File: config.mk
export PLATFORM = sky130hd
export DESIGN_NAME = clk_div_multi
export DESIGN_NICKNAME = d
export VERILOG_FILES = /design/src/rtl/clk_div_multi.sv
export SDC_FILE = /design/constraint.sdc
export NUM_CORES = 1
export LEC_CHECK = 0
export CORE_ASPECT_RATIO = 1.1
export CORE_MARGIN = 5
export CORE_UTILIZATION = 50
export CTS_BUF_LIST = sky130_fd_sc_hd__clkbuf_16
export CTS_CLUSTER_DIAMETER = 60
export DETAILED_ROUTE_END_ITERATION = 8
export GPL_TIMING_DRIVEN = 0
export HOLD_SLACK_MARGIN = 0.03
export PLACE_DENSITY_LB_ADDON = 0.08
export RECOVER_POWER = 50
export SYNTH_ARGS = -nofsm -noshare
export SYNTH_HDL_FRONTEND = slang
export SYNTH_SLANG_ARGS = --single-unit
File: constraint.sdc
create_clock -name clk -period 25.1 [get_ports clk]
set_input_delay 5.02 -clock clk [delete_from_list [all_inputs] [get_ports clk]]
set_output_delay 5.02 -clock clk [all_outputs]
set_load 0.005 [all_outputs]
File: src/rtl/clk_div_multi.sv
// Multi-channel programmable clock divider: per-channel period/high-time with
// shadow registers that are applied only at a period boundary or on sync.
module clk_div_multi #(
    parameter int NCH        = 4,
    parameter int CNT_W      = 13,
    parameter int CH_W       = 2,
    parameter int RST_PERIOD = 1024,
    parameter int RST_HIGH   = 512
) (
    input  logic             clk,
    input  logic             rst,
    input  logic             en,
    input  logic             sync,
    input  logic             wr_en,
    input  logic [CH_W-1:0]  wr_ch,
    input  logic [CNT_W-1:0] wr_period,
    input  logic [CNT_W-1:0] wr_high,
    output logic [NCH-1:0]   div_out,
    output logic [NCH-1:0]   tick,
    output logic [NCH-1:0]   pending
);

    localparam logic [CNT_W-1:0] RST_P = CNT_W'(RST_PERIOD);
    localparam logic [CNT_W-1:0] RST_H = CNT_W'(RST_HIGH);
    localparam logic [CNT_W-1:0] ONE   = CNT_W'(1);

    logic [CNT_W-1:0] ps_q  [NCH];
    logic [CNT_W-1:0] ps_d  [NCH];
    logic [CNT_W-1:0] hs_q  [NCH];
    logic [CNT_W-1:0] hs_d  [NCH];
    logic [CNT_W-1:0] pa_q  [NCH];
    logic [CNT_W-1:0] pa_d  [NCH];
    logic [CNT_W-1:0] ha_q  [NCH];
    logic [CNT_W-1:0] ha_d  [NCH];
    logic [CNT_W-1:0] cnt_q [NCH];
    logic [CNT_W-1:0] cnt_d [NCH];
    logic [NCH-1:0]   div_q, div_d;
    logic [NCH-1:0]   tick_q, tick_d;
    logic [NCH-1:0]   pend_q, pend_d;

    logic             wr_ok;
    logic [CNT_W-1:0] wr_high_clamped;

    always_comb begin
        wr_ok = wr_en && (wr_period >= CNT_W'(2));
        if (wr_high == '0) begin
            wr_high_clamped = ONE;
        end else if (wr_high >= wr_period) begin
            wr_high_clamped = wr_period - ONE;
        end else begin
            wr_high_clamped = wr_high;
        end
    end

    // Boundary handling uses the pre-write shadow; a same-edge write only
    // lands in the shadow and re-arms pending for the following boundary.
    always_comb begin
        div_d  = div_q;
        tick_d = '0;
        pend_d = pend_q;
        for (int unsigned i = 0; i < NCH; i++) begin
            ps_d[i]  = ps_q[i];
            hs_d[i]  = hs_q[i];
            pa_d[i]  = pa_q[i];
            ha_d[i]  = ha_q[i];
            cnt_d[i] = cnt_q[i];
            if (sync || (en && (cnt_q[i] == pa_q[i] - ONE))) begin
                cnt_d[i]  = '0;
                tick_d[i] = 1'b1;
                if (pend_q[i]) begin
                    pa_d[i]   = ps_q[i];
                    ha_d[i]   = hs_q[i];
                    pend_d[i] = 1'b0;
                end
            end else if (en) begin
                cnt_d[i] = cnt_q[i] + ONE;
            end
            if (sync || en) begin
                div_d[i] = (cnt_d[i] < ha_d[i]);
            end
            if (wr_ok && (wr_ch == CH_W'(i))) begin
                ps_d[i]   = wr_period;
                hs_d[i]   = wr_high_clamped;
                pend_d[i] = 1'b1;
            end
        end
    end

    always_ff @(posedge clk or posedge rst) begin
        if (rst) begin
            for (int unsigned i = 0; i < NCH; i++) begin
                ps_q[i]  <= RST_P;
                hs_q[i]  <= RST_H;
                pa_q[i]  <= RST_P;
                ha_q[i]  <= RST_H;
                cnt_q[i] <= RST_P - ONE;
            end
            div_q  <= '0;
            tick_q <= '0;
            pend_q <= '0;
        end else begin
            for (int unsigned i = 0; i < NCH; i++) begin
                ps_q[i]  <= ps_d[i];
                hs_q[i]  <= hs_d[i];
                pa_q[i]  <= pa_d[i];
                ha_q[i]  <= ha_d[i];
                cnt_q[i] <= cnt_d[i];
            end
            div_q  <= div_d;
            tick_q <= tick_d;
            pend_q <= pend_d;
        end
    end

    assign div_out = div_q;
    assign tick    = tick_q;
    assign pending = pend_q;

endmodule

Word level (Yosys, flattened, before mapping)

Index checks and enable logic that the tools add are counted.

Output and inout bits: 12
Register bits after elaboration: 272

Eq/ne operators: 7
$lt $le $gt $ge: 6
Reduce and logical (&&, ||, !) cells: 24
Add/subtract/negate cells: 9
Muxes and demuxes: 30

Operator list:

| operator                                                               | count |
|---|---|
| 13-bit 2-to-1 mux                                                      | 18 |
| 13-bit by 1-bit subtractor with 13-bit output, second input constant   | 5 |
| 13-bit by 1-bit adder with 13-bit output, second input constant        | 4 |
| 13-bit == test                                                         | 4 |
| 13-bit < comparator                                                    | 4 |
| 13-bit >= comparator                                                   | 1 |
| 13-bit by 2-bit >= comparator with 1-bit output, second input constant | 1 |
| 13-bit logical NOT                                                     | 1 |
| 1-bit 2-to-1 mux                                                       | 12 |
| 1-bit logical AND                                                      | 9 |
| 2-bit AND reduction                                                    | 4 |
| 2-bit nonzero test                                                     | 4 |
| 1-bit logical OR                                                       | 5 |
| 2-bit == test, second input constant                                   | 2 |
| 2-bit by 1-bit == test with 1-bit output, second input constant        | 1 |
| 2-bit logical NOT                                                      | 1 |

Longest topological paths before layout

Gate-level depths: netlist of run 1.

Word-level depth: 6
Depth in mapped cells: 23
Gate-level depth less buffers: 19

Worst setup path before layout of run 1

Ideal clock, no wire load.

Kind: input to register
Start point: input en
End point: register div_q[1], in the netlist div_out[1]
Stages on the path: 20
Data arrival time: 8729 ps
Library setup time: 82 ps
Setup slack: 16289 ps
Cell sequence: clkbuf_1 -> nand3_1 -> nor4_1 -> nand4_1 -> a2111oi_0 -> or2_2 -> clkbuf_1 -> nand2_1 -> clkbuf_1 -> buf_2 -> mux2i_1 -> ha_1 -> a21o_1 -> a21o_1 -> a21oi_1 -> o21ai_0 -> o311a_1 -> a2111oi_0 -> a21oi_1 -> a31oi_1

Longest elaborated chain between the ends: 4
Elaborated cells between the ends (all ways): 7
Classes of those cells: 1 x order compare; 3 x mux; 3 x reduce/logical

Ends and longest elaborated chain:

| element                | RTL line | source |
|---|---|---|
| start: declaration     | 12       | `input logic en,` |
| 1-bit logical AND      | 67       | `if (sync \|\| (en && (cnt_q[i] == pa_q[i] - ONE))) begin` |
| 1-bit logical OR       | 67       |  |
| 13-bit 2-to-1 mux      | 67       |  |
| 13-bit < comparator    | 79       | `div_d[i] = (cnt_d[i] < ha_d[i]);` |
| end signal: assignment | 109      | `div_q <= div_d;` |
| end: declaration       | 37       | `logic [NCH-1:0] div_q, div_d;` |

Parallel ways exist; a longest one is shown, timed or not.
A chain may end at the register's enable or synchronous reset.

==> results.cfg, run 1 <==
[placed_design]
place_hpwl_mm = 26.6
placed_area_um2 = 15400
place.port_buffers = 42
gp_congestion = 0.860

[floorplanning]
rows = 65
die_h_um = 189
dieArea_um2 = 32500
core_area_um2 = 28600
start_util_pct = 50.6
die_w_um = 172
top_level_ports = 45

[synthesis]
syn_avg_cell_area_um2 = 10.5
synth_top_family_by_area = simple AND/OR/NAND/NOR gates
netlist_area_um2 = 14500
synth_seq_cells = 272
yosys.area_share.adder_pct = 6.13
synth_compound_area_share_pct = 9.76
synth_mux_area_share_pct = 12.6
ys_seq_area_share_pct = 47.5
synth-xor-area-share_pct = 6.83
netlist.area_leader.share_pct = 37.3
synth-simple-area-share_pct = 14.1
async_reset_ff_share_pct = 100
syn_nets = 1480
synth_warnings = 0
yosys-top-cells-area = dfrtp_1 37%, dfstp_2 10%, mux2_2 7.6%, ha_1 6.1%, mux2i_1 4.1%
syn_inst = 1376
yosys-top-cells-count = 216 x dfrtp_1, 144 x nand2_1, 116 x o21ai_0
synth_area_leader_cell = dfrtp_1
synth_edf_count = 0
synth_most_common_cell = dfrtp_1
synth_cell_types = 72
yosys_most_used_dff = dfrtp_1

[status]
violations = capacitance limit, slew limit
outcome = finished with violations

[clock_network]
cts_buffers = 30
cts-hold-fix-buffers = 0
root_buffer = clkbuf_16
clock_path_buffers = 3
cts_post_setup_buffers_inserted = 0
cts_sinks = 272
path_clk_slew_ps = 60
cts_tree = built
cts_max_level = 1
cts.repair.resized = 0
clock_latency_ps = 550

[route]
vias = 10300
wl_per_cell_um = 19.6
drc = 0
first_pass_iters = 5
drt-initial-drc-count = 666
drtAntennaViolNets = 0
vias_per_cell = 5.59
wl_mm = 36.1

[power]
p_leak_nw = 7.40
pwr-share-seq_pct = 45.3
comb_power_share_pct = 25.8
ir_drop_uv = 77.9
switching_share_pct = 32.1
intPower_uw = 928
power_switching_uw = 439
p_per_area_nw_per_um2 = 84.1
clkPwrFrac_pct = 29.0

[worst_setup_path]
critPathCaptureType = asynchronous set/reset pin
r2r-start = pa_q[28]$_DFFE_PP0P_
cp.required_ps = 24060
worstSetupStartpointType = input pin
crit_path_max_fanout = 131
startpoint = rst
reg2reg_slack_ps = 19500
crit_arrival_ps = 11570
reg2reg_depth = 20
path_class = input pin to asynchronous set/reset pin
r2r_end = div_out[1]$_DFFE_PP0P_

[timing]
slew_headroom_pct = -356
skew_ps = 7.75
tns_ps = 0
report.final.slew_viol_count = 277
tightestPinTransition_ps = 6840
period_minus_slack_ps = 12610
grt_setup_unrepaired = no
max_freq_ghz = 0.0793
timing.final.hold_violations = 0
post-route-period-util_pct = 50.2
setup_viol = 0

[min_path]
min_from = ps_q[25]$_DFFE_PP0P_
hold-path-endpoint = ps_q[25]$_DFFE_PP0P_
min_path_type = flip-flop to flip-flop
min_path_cells = 2

[layout]
nets = 1556
area_growth_pct = 12.3
diodes = 0
fillers = 2538
layout-drive-gt1-share_pct = 15.0
final_area_um2 = 16300
final_util_pct = 56.8

[global_route]
grt-ovfl-total = 0
grt_max_degree = 132
grt_pass1_vias = 10500
track_usage_pct = 22.6
grt_pass1_wl_mm = 57.7
antenna_found_initial = 0

[job]
maxCapViolCount = 3
## state kept, by name, summed over array words and instances, names as in the netlist
signal	cells
div_out	4
pending	4
cnt_q	52
hs_q	52
ha_q	52
ps_q	52
tick	4
pa_q	52
## per-stage QoR
step / total power, mW / hold WS [ps] / setup WS, ps / cells
after global placement: 0.969 / 462 / 9110 / 1786
after detailed placement: 0.981 / 466 / 14900 / 1788
after global routing: 1.45 / 493 / 10690 / 1844
after floorplan: 0.874 / 444 / 12680 / 1376
final: 1.37 / 475 / 12490 / 1844
after CTS: 1.38 / 480 / 15460 / 1844
## logic make-up (layout without fill, tap and decap cells)
kind of cell             count (synthesis)  count (layout)
AND/OR/NAND/NOR                        418             418
multiplexers                           166             166
adder cells (fa/ha/maj)                 71              71
AO/OA/AOI/OAI                          224             224
XOR/XNOR                               113             113
flip-flops                             272             272
buffers and inverters                  112             212
## how the worst max path moves through the flow
| stage | to | slack [ps] | cells after the start |
|---|---|---|---|
| floorplan | cnt_q[10]$_DFF_PP0_ | 12680 | 1 |
| global placement | hs_q[36]$_DFFE_PP0P_ | 9110 | 2 |
| detailed placement | div_out[1]$_DFFE_PP0P_ | 14900 | 20 |
| CTS | div_out[1]$_DFFE_PP0P_ | 15460 | 20 |
| global route | hs_q[36]$_DFFE_PP0P_ | 10690 | 3 |
| finish | ha_q[7]$_DFF_PP0_ | 12490 | 3 |
## area by class of cell
type | count | area (um^2) | area share (%)
buffer | 53 | 230 | 1.42
clock buffer | 31 | 776 | 4.77
clock inverter | 25 | 111 | 0.685
inverter | 59 | 223 | 1.37
multi-input combinational | 992 | 7150 | 44.0
sequential | 272 | 6880 | 42.3
tap | 368 | 460 | 2.83
timing repair buffer | 44 | 428 | 2.63
## cell usage in the layout, fill, tap and decap left out, types with 6 or more instances in the layout
master and count:
nor2_1 95, nand4_1 23, mux2i_1 60, o21ai_0 116, dlygate4sd3_1 7, nor3_1 27, a21oi_1 28, inv_1 70
mux2_4 8, or3_1 8, mux2_2 98, a31oi_1 6, or4_1 6, buf_2 7, clkbuf_1 43, nor4_1 12
nand2b_1 10, dfstp_2 56, nor2b_1 11, nand3_1 29, clkbuf_16 31, nor4b_1 6, clkinv_1 9, dfrtp_1 216
ha_1 71, a211oi_1 6, a21o_1 12, a2111oi_0 8, and3_1 16, and4_1 8, nand2_1 144, xor2_1 54
xnor2_1 59, clkdlybuf4s50_1 35
## worst max-delay path: stages
cell,delay (ps)
dlygate4sd3_1,550
clkinvlp_2,1000
clkbuf_1,4790
## power by group through the flow
stage	Clock (mW)	Sequential, mW	Combinational [mW]
finish	0.396	0.619	0.352
global route	0.424	0.632	0.399
CTS	0.405	0.620	0.356
detailed placement	0	0.627	0.354
global placement	0	0.624	0.345
floorplan	0	0.598	0.276
## routing by layer
layer | GRT usage (%) | share of wire, % | wire length [um]
met5 | 0 | 0 | 0
met3 | 2.43 | 3.8 | 1360
met2 | 36.8 | 47 | 17000
met4 | 6.83 | 3.3 | 1190
met1 | 32.1 | 46 | 16600
Power figures use the tool's default switching activity.
==> run 2, diff against run 1 <==
- clock period: 25.1 -> 10.85 ns (I/O delays scaled with it)
==> results.cfg, run 2 (synthesis results as in run 1) <==
[layout]
mostFrequentLayoutCells = 216 x dfrtp_1, 144 x nand2_1, 116 x o21ai_0
nets = 1556
area_growth_pct = 12.6
mostFrequentLayoutCell = dfrtp_1
layout-drive-gt1-share_pct = 15.1
diodes = 0

[power]
clkPwrFrac_pct = 29.0
pwr-share-seq_pct = 45.2
power_switching_mw = 1.01
p_leak_nw = 7.43
total_power_mw = 3.16
p_per_area_nw_per_um2 = 194
ir_drop_uv = 180
intPower_mw = 2.15
comb_power_share_pct = 25.8
switching_share_pct = 32.1

[route]
drtAntennaViolNets = 0
drc = 0
first_pass_iters = 5
wl_per_cell_um = 19.6
vias_per_cell = 5.60
wl_mm = 36.1
vias = 10300
drt-initial-drc-count = 710

[worst_setup_path]
critPathCaptureType = flip-flop
reg2reg_slack_ps = 5260
path_class = input pin to flip-flop
crit_slowest_cell = clkbuf_1
worstPathCellList = clkbuf_1 -> nand3_1 -> nor4_1 -> nand4_1 -> a2111oi_0 -> or2_2 -> clkbuf_1 -> nand2_1 -> clkbuf_1 -> buf_2 -> mux2i_1 -> ha_1 -> a21o_1 -> a21o_1 -> a21oi_1 -> o21ai_0 -> o311a_1 -> a2111oi_0 -> a21oi_1 -> a31oi_1
cp.required_ps = 11310
worst_path_largest_cell_delay_ps = 670
path_common_cell = clkbuf_1
crit_arrival_ps = 7250
crit_path_max_fanout = 10
worstSetupStartpointType = input pin

[floorplanning]
top_level_ports = 45
start_util_pct = 50.6
die_h_um = 189
dieArea_um2 = 32500
core_area_um2 = 28600
die_w_um = 172
rows = 65

[timing]
grt_setup_unrepaired = no
setup_viol = 0
tightestPinTransition_ps = 1960
period_minus_slack_ps = 6790
timing.final.hold_violations = 0
slew_headroom_pct = -31.1
post-route-period-util_pct = 62.6
report.final.slew_viol_count = 38
tns_ps = 0
skew_ps = 7.94
max_freq_ghz = 0.147

[global_route]
grt-ovfl-total = 0
track_usage_pct = 22.6
grt_pass1_vias = 10500
grt_max_degree = 132
grt_pass1_wl_mm = 57.7
antenna_found_initial = 0

[clock_network]
path_clk_slew_ps = 60
cts.repair.resized = 0
cts_tree = built
clock_latency_ps = 550
cts_buffers = 30
clock_path_buffers = 3
cts_sinks = 272
cts_post_setup_buffers_inserted = 0
root_buffer = clkbuf_16
cts_max_level = 1
cts-hold-fix-buffers = 0

[status]
violations = capacitance limit, slew limit
outcome = finished with violations

[placed_design]
gp_congestion = 0.860
place.port_buffers = 42
place_hpwl_mm = 26.6

[job]
maxCapViolCount = 1

[min_path]
min_path_type = flip-flop to flip-flop
## run 2: final cells by class
cell class,instances,area [um^2]
clock buffers,31,776
plain buffers,53,230
clock inverters,25,111
flip-flops and latches,272,6880
inverters,59,223
repair buffers,44,475
fillers,2533,12300
multi-input cells,992,7150
well taps,368,460
## run 2: critical path, delay by kind of cell
family                   cells  cell delay (ps)
multiplexers                 1              240
buffers and inverters        4             1550
AND/OR/NAND/NOR              5              860
adder cells (fa/ha/maj)      1              270
AO/OA/AOI/OAI                9             2120
## run 2: through the flow
step                      setup WS [ps]  utilization, %  instances  instance area, um^2  hold WS, ps
after floorplan                    1280               -       1376                14500          444
after CTS                          4060            57.0       1844                16300          480
after detailed placement           3500            53.9       1788                15400          466
after global routing               3650            57.0       1844                16300          493
after global placement            -2290            53.7       1786                15400          462
final                              4060            57.0       1844                16300          473
## run 2: path summary, 6_finish.rpt
kind	end	from	cells after the start
worst max-delay path	div_out[1]$_DFFE_PP0P_	en	20
worst min-delay path	ps_q[13]$_DFFE_PP0P_	ps_q[13]$_DFFE_PP0P_	2
worst max register to register	div_out[1]$_DFFE_PP0P_	pa_q[28]$_DFFE_PP0P_	20
worst min register to register	ps_q[13]$_DFFE_PP0P_	ps_q[13]$_DFFE_PP0P_	2
max in group asynchronous	hs_q[37]$_DFFE_PP0P_	rst	3
min in group asynchronous	tick[2]$_DFF_PP0_	rst	2
## run 2: routing by layer
metal,part of all wire [%],track usage (%)
met4,3.5,6.83
met5,0,0
met1,46,32.1
met3,4.1,2.43
met2,47,36.8
## run 2: power by group through the flow
stage | registers, mW | logic (mW) | clock network, mW
after floorplan | 1.38 | 0.638 | 0
after global placement | 1.44 | 0.798 | 0
after detailed placement | 1.45 | 0.819 | 0
after CTS | 1.43 | 0.825 | 0.938
after global routing | 1.46 | 0.925 | 0.981
final | 1.43 | 0.817 | 0.916
